`src/rtl/h3_hash_serializer_pkg.sv`:
```
// h3_pkg: shared types and helpers for the H3 hash serializer.
//   h3_state_t     - serializer FSM states
//   h3_idx_width() - width of the hash-index counter (never below 1 bit)
//   h3_params_t    - parameter array shape at the default configuration
package h3_pkg;

  typedef enum logic {
    IDLE,
    HASHING
  } h3_state_t;

  localparam int unsigned DEF_INPUT_WIDTH = 28;
  localparam int unsigned DEF_HASH_WIDTH  = 8;
  localparam int unsigned DEF_NUM_HASHES  = 3;

  // Entry [h][b] is XORed into hash h when tuple bit b is set.
  typedef logic [DEF_NUM_HASHES-1:0][DEF_INPUT_WIDTH-1:0][DEF_HASH_WIDTH-1:0] h3_params_t;

  function automatic int unsigned h3_idx_width(input int unsigned n);
    return ($clog2(n) < 1) ? 1 : $clog2(n);
  endfunction

endpackage

```
`src/rtl/h3_hash_serializer_if.sv`:
```
// h3_hash_serializer_if: tuple input handshake plus serial hash output.
//   inp_vld/inp_rdy/inp_data        - tuple handshake (master drives vld/data)
//   outp_vld/hashed_outp/outp_last  - hash stream toward the bloom filter
// Modports: master = upstream/bench side, slave = serializer side.
interface h3_hash_serializer_if
  import h3_pkg::*;
#(
  parameter int unsigned INPUT_WIDTH = DEF_INPUT_WIDTH,
  parameter int unsigned HASH_WIDTH  = DEF_HASH_WIDTH
);
  logic                   inp_vld;
  logic                   inp_rdy;
  logic [INPUT_WIDTH-1:0] inp_data;
  logic                   outp_vld;
  logic [HASH_WIDTH-1:0]  hashed_outp;
  logic                   outp_last;

  modport master (
    output inp_vld, inp_data,
    input  inp_rdy, outp_vld, hashed_outp, outp_last
  );

  modport slave (
    input  inp_vld, inp_data,
    output inp_rdy, outp_vld, hashed_outp, outp_last
  );
endinterface

```
`src/rtl/h3_hash_serializer_hash.sv`:
```
// h3_hash: combinational H3 hash of one tuple against one parameter slice.
//   tuple  - input tuple
//   params - [INPUT_WIDTH][HASH_WIDTH] words, params[b] used when tuple[b]=1
//   hash   - XOR of the selected words
module h3_hash #(
  parameter int unsigned INPUT_WIDTH = 28,
  parameter int unsigned HASH_WIDTH  = 8
) (
  input  logic [INPUT_WIDTH-1:0]                 tuple,
  input  logic [INPUT_WIDTH-1:0][HASH_WIDTH-1:0] params,
  output logic [HASH_WIDTH-1:0]                  hash
);
  always_comb begin
    hash = '0;
    for (int unsigned b = 0; b < INPUT_WIDTH; b++) begin
      if (tuple[b]) hash = hash ^ params[b];
    end
  end
endmodule

```
`src/rtl/h3_hash_serializer.sv`:
```
// h3_hash_serializer: accepts one tuple per handshake and emits its
// NUM_HASHES H3 hashes serially, one per clock, gap-free across tuples.
//   clk - clock, rising edge
//   rst - asynchronous active-low reset
//   bus - h3_hash_serializer_if.slave (tuple handshake + hash stream)
// Build option: H3_PIPE_EN adds a register between masking and XOR
// reduction, delaying all outputs by one cycle.
module h3_hash_serializer
  import h3_pkg::*;
#(
  parameter int unsigned INPUT_WIDTH = DEF_INPUT_WIDTH,
  parameter int unsigned HASH_WIDTH  = DEF_HASH_WIDTH,
  parameter int unsigned NUM_HASHES  = DEF_NUM_HASHES,
  parameter logic [NUM_HASHES-1:0][INPUT_WIDTH-1:0][HASH_WIDTH-1:0] H3_PARAMS = '0
) (
  input logic                 clk,
  input logic                 rst,
  h3_hash_serializer_if.slave bus
);
  localparam int unsigned   IW   = h3_idx_width(NUM_HASHES);
  localparam logic [IW-1:0] LAST = IW'(NUM_HASHES - 1);

  h3_state_t              state, state_next;
  logic [IW-1:0]          idx, idx_next;
  logic [INPUT_WIDTH-1:0] tuple, tuple_next;
  logic                   at_last, rdy, accept, hashing;

  logic [INPUT_WIDTH-1:0][HASH_WIDTH-1:0] slice;
  logic [HASH_WIDTH-1:0]                  hash;
  logic                                   hash_vld, hash_last;

  assign at_last     = (idx == LAST);
  assign rdy         = (state == IDLE) || ((state == HASHING) && at_last);
  assign bus.inp_rdy = rdy;
  assign accept      = bus.inp_vld && rdy;
  assign hashing     = (state == HASHING);
  assign slice       = H3_PARAMS[idx];

  always_ff @(posedge clk or negedge rst) begin
    if (!rst) begin
      state <= IDLE;
      idx   <= '0;
      tuple <= '0;
    end else begin
      state <= state_next;
      idx   <= idx_next;
      tuple <= tuple_next;
    end
  end

  always_comb begin
    state_next = state;
    idx_next   = idx;
    tuple_next = tuple;
    case (state)
      IDLE: begin
        if (accept) begin
          state_next = HASHING;
          idx_next   = '0;
          tuple_next = bus.inp_data;
        end
      end
      HASHING: begin
        if (!at_last) begin
          idx_next = idx + 1'b1;
        end else if (accept) begin
          idx_next   = '0;
          tuple_next = bus.inp_data;
        end else begin
          state_next = IDLE;
        end
      end
      default: state_next = IDLE;
    endcase
  end

`ifdef H3_PIPE_EN
  logic [INPUT_WIDTH-1:0][HASH_WIDTH-1:0] masked_q;
  logic                                   s1_vld, s1_last;

  always_ff @(posedge clk or negedge rst) begin
    if (!rst) begin
      masked_q <= '0;
      s1_vld   <= 1'b0;
      s1_last  <= 1'b0;
    end else begin
      s1_vld  <= hashing;
      s1_last <= hashing && at_last;
      if (hashing) begin
        for (int unsigned b = 0; b < INPUT_WIDTH; b++) begin
          masked_q[b] <= tuple[b] ? slice[b] : '0;
        end
      end
    end
  end

  // Words are already masked, so an all-ones tuple turns the hash
  // instance into a plain XOR reduction.
  h3_hash #(.INPUT_WIDTH(INPUT_WIDTH), .HASH_WIDTH(HASH_WIDTH)) u_hash (
    .tuple  ('1),
    .params (masked_q),
    .hash   (hash)
  );
  assign hash_vld  = s1_vld;
  assign hash_last = s1_last;
`else
  h3_hash #(.INPUT_WIDTH(INPUT_WIDTH), .HASH_WIDTH(HASH_WIDTH)) u_hash (
    .tuple  (tuple),
    .params (slice),
    .hash   (hash)
  );
  assign hash_vld  = hashing;
  assign hash_last = hashing && at_last;
`endif

  always_ff @(posedge clk or negedge rst) begin
    if (!rst) begin
      bus.outp_vld    <= 1'b0;
      bus.outp_last   <= 1'b0;
      bus.hashed_outp <= '0;
    end else begin
      bus.outp_vld  <= hash_vld;
      bus.outp_last <= hash_last;
      if (hash_vld) bus.hashed_outp <= hash;
    end
  end
endmodule

```
`src/flat_wrapper.sv`:
```
// flat-port wrapper written by rule: the top's interface ports become plain ports
module h3_hash_serializer_flat import h3_pkg::*;
#(
  parameter int unsigned INPUT_WIDTH = DEF_INPUT_WIDTH,
  parameter int unsigned HASH_WIDTH  = DEF_HASH_WIDTH,
  parameter int unsigned NUM_HASHES  = DEF_NUM_HASHES,
  parameter logic [NUM_HASHES-1:0][INPUT_WIDTH-1:0][HASH_WIDTH-1:0] H3_PARAMS = '0
)
  (clk, rst, bus_inp_vld, bus_inp_data, bus_inp_rdy, bus_outp_vld, bus_hashed_outp, bus_outp_last);
  h3_hash_serializer_if #(.INPUT_WIDTH(INPUT_WIDTH), .HASH_WIDTH(HASH_WIDTH)) bus_i ();
  input logic clk;
  input logic rst;
  input wire logic [$bits(bus_i.inp_vld)-1:0] bus_inp_vld;
  input wire logic [$bits(bus_i.inp_data)-1:0] bus_inp_data;
  output wire logic [$bits(bus_i.inp_rdy)-1:0] bus_inp_rdy;
  output wire logic [$bits(bus_i.outp_vld)-1:0] bus_outp_vld;
  output wire logic [$bits(bus_i.hashed_outp)-1:0] bus_hashed_outp;
  output wire logic [$bits(bus_i.outp_last)-1:0] bus_outp_last;
  assign bus_i.inp_vld = bus_inp_vld;
  assign bus_i.inp_data = bus_inp_data;
  assign bus_inp_rdy = bus_i.inp_rdy;
  assign bus_outp_vld = bus_i.outp_vld;
  assign bus_hashed_outp = bus_i.hashed_outp;
  assign bus_outp_last = bus_i.outp_last;
  h3_hash_serializer #(.INPUT_WIDTH(INPUT_WIDTH), .HASH_WIDTH(HASH_WIDTH), .NUM_HASHES(NUM_HASHES), .H3_PARAMS(H3_PARAMS)) u_core (.clk(clk), .rst(rst), .bus(bus_i));
endmodule
```
`config.mk`:
```
export PLATFORM = sky130hd
export DESIGN_NAME = h3_hash_serializer_flat
export DESIGN_NICKNAME = d
export VERILOG_FILES = /design/src/rtl/h3_hash_serializer_pkg.sv /design/src/rtl/h3_hash_serializer_if.sv /design/src/rtl/h3_hash_serializer_hash.sv /design/src/rtl/h3_hash_serializer.sv /design/src/flat_wrapper.sv
export SDC_FILE = /design/constraint.sdc
export NUM_CORES = 1
export LEC_CHECK = 0
export ABC_AREA = 1
export CORE_AREA = 2 2 39 41
export CTS_CLUSTER_SIZE = 40
export DETAILED_ROUTE_END_ITERATION = 16
export DIE_AREA = 0 0 41 43
export DONT_BUFFER_PORTS = 1
export GPL_TIMING_DRIVEN = 0
export HOLD_SLACK_MARGIN = 0.08
export PLACE_DENSITY_LB_ADDON = 0.25
export REMOVE_ABC_BUFFERS = 1
export SLEW_MARGIN = 20
export SYNTH_ARGS = -nofsm -noshare
export SYNTH_HDL_FRONTEND = slang
export SYNTH_SLANG_ARGS = --single-unit
```
`constraint.sdc`:
```
create_clock -name clk -period 0.8 [get_ports clk]
set_input_delay 0.16 -clock clk [delete_from_list [all_inputs] [get_ports clk]]
set_output_delay 0.16 -clock clk [all_outputs]
set_load 0.1 [all_outputs]
```
==> key figures <==
Pwr
  – Lkg Pwr: 0.000173 uW
  – Maximum vdd ir drop: between 800 and 900 uV
  – Power Dens Cells: ~5500 nW/um2
  – Power Total: around 1800 uW

Critical path
  – R2R Setup Slk: -0.07 ns
  – RR Endpoint: u_core.hash_vld
  – Worst setup SP type: flip-flop
  – Kind of critical path: flip-flop to primary output
  – Reg2Reg Depth: 4
  – CP bufs+invs: 1
  – Delay-heaviest family, CP: flip-flops
  – CP required: between 0.6 and 0.7 ns
  – Crit-path cells: inv_2 > nand2_4 > nand2_8
  – WP data arrival: roughly 0.94 ns
  – R2R Path Start: u_core.idx[0]
  – Slowest stage delay, CP: 0.38 ns
  – CP max-delay cell: dfrtp_1
  – WP depth: 3
  – Crit path from: u_core.idx[0]
  – CP Capture Type: primary output
  – CP max FO: 2
  – CP Capture Point: bus_inp_rdy

Global routing
  – First-pass GRT wire length: just over 600 um
  – Largest net degree at the start of global routing: 7
  – Total global routing overflow: 0
  – Vias in the first global route: between 150 and 200
  – GRT Util Overall: under 10%
  – Antenna violations before repair: 0

CTS
  – Clk slew on worst S/H paths: about 0.040 ns
  – Clock buffer depth: 2
  – Total CTS buffers: 3
  – Clk root buf: clkbuf_4
  – CTS tree: yes
  – Clk_lat worst skew: 0.24 ns
  – H-tree depth: 1
  – # clock sinks: 5

Timing
  – Slew Limit Fails: 0
  – Maximum clock frequency: ~0.91 GHz
  – Final setup vio count: 4
  – Skew final: roughly 0.00090 ns
  – Final WS setup: -0.300 ns
  – Final worst-path cycle share: 137%
  – RSZ-0062 raised after global routing: yes
  – Min Tclk post-route: about 1.1 ns
  – Count of final hold-check violations: 0
  – WHS: 0.216 ns

Status
  – Failing checks: negative setup slack
  – Outcome: complete, but fails checks

Drt
  – Post-DR wirelength/cell: about 7.7 um
  – Drc violations: 0
  – Number of DRC markers in iteration 0: 0
  – Number of vias per cell: 3.31
  – Drt total wl: roughly 400 um
  – First-pass detailed-route iteration total: 1
  – Vias: between 150 and 200
  – Antenna Nets Post-Route: 0

Yosys
  – Syn Inst Count: 29
  – Top post-synthesis cells by area: dfrtp_1, buf_4, nand3_1, nand2_2, inv_1
  – Cell area after synthesis: between 200 and 300 um2
  – Netlist cell types: 9
  – Yosys top cell by area: dfrtp_1
  – Sequential area share after synthesis: approximately 49%
  – Synthesis-stage register bit count: 5
  – Post-Syn Area per Cell: ~8.9 um2
  – YS warnings: 0
  – Top cell type's share of synthesized area: roughly half

Floorplan
  – Initial Utilization: a little under a fifth
  – Die Width: ~41 um
  – Die area: 1760 um2
  – Die height: about 43 um
  – Core footprint: between 1000 and 1500 um2
  – # IOs: 42
  – Std cell rows: 14

Final layout
  – Most frequent cells in the layout: conb_1, nand3_1, nand2_1, clkbuf_4
  – Share of layout cells above drive strength 1: ~36%
  – Net count, final: 68
  – Area Overhead vs Synth: 29.1%
  – Antenna Cells: 0
  – Commonest non-fill, non-tap cell in the layout: conb_1

Min path
  – Worst hold path class: input port to async pin

Placement
  – DP HPWL: roughly 290 um
  – GPL Wtd Cong: around 0.61
  – Buffers on Ports: 0

Run
  – Max cap viols: 0
how the worst min path moves through the flow:
stage	to	startpoint	slack, ns
2_1_floorplan	u_core.bus.outp_last	rst	-0.14
3_3_place_gp	u_core.bus.outp_last	rst	-0.14
3_5_place_dp	u_core.bus.outp_last	rst	-0.14
4_1_cts	u_core.bus.outp_last	rst	0.21
5_1_grt	u_core.bus.outp_last	rst	0.21
6_report	u_core.bus.outp_last	rst	0.22
per-stage QoR:
stage | setup WS, ns | util [%] | instances | setup TNS (ns) | area, um2
CTS | -0.317 | 24.1 | 52 | -0.837 | 333
global placement | -0.353 | 17.6 | 44 | -1.15 | 244
detailed placement | -0.343 | 17.6 | 44 | -1.14 | 244
finish | -0.300 | 24.1 | 52 | -0.785 | 333
global route | -0.350 | 24.1 | 52 | -0.930 | 333
floorplan | -0.296 | - | 28 | -1.04 | 224
Yosys cell counts, drive strengths merged:
master  n
nand2   6
nor2    1
dfrtp   5
nand3   4
conb    1
inv     4
buf     8
flip-flops by register name, summed over array words and instances (netlist names):
signal / count
u_core.bus.outp_last: 1
u_core.bus.outp_vld: 1
u_core.hash_vld: 1
u_core.idx: 2
power breakdown:
group          switching (uW)  internal, uW  total (uW)
Combinational             577           187         764
Sequential                381           383         763
Clock                     107           189         296
Total                    1060           759        1820
area by class of cell:
cell class                 count  area (um2)
tap                           16        20.0
inverter                       4        15.0
fill                         157        1050
sequential                     5         134
clock buffer                   4        26.3
multi-input combinational     19         103
timing repair buffer           4        35.0
cells by family (layout without fill, tap and decap cells):
family                 after synthesis  count (layout)  share of synthesized area (%)
buffers and inverters               12              12                           29.1
flip-flops                           5               5                           48.5
other                                1               8                           1.45
AND/OR/NAND/NOR                     11              11                           20.9
per-layer routing:
layer | GRT usage, % | share of wire [%]
met3 | 0 | 4.0
met2 | 7.50 | 59
met4 | 10.0 | 0
met1 | 5.77 | 37
met5 | 0 | 0
timing repair:
| action | 4_1_cts | 5_1_grt |
|---|---|---|
| hold buffers | 2 | 0 |
| resized for setup | 8 | 1 |
| setup buffers | 2 | 0 |
| gates cloned | 0 | 0 |
| setup endpoints to repair | 4 | 6 |
| pin swaps | 1 | 2 |
| endpoints found under the hold margin | 6 | 0 |
(Power assumes the default switching activity.)
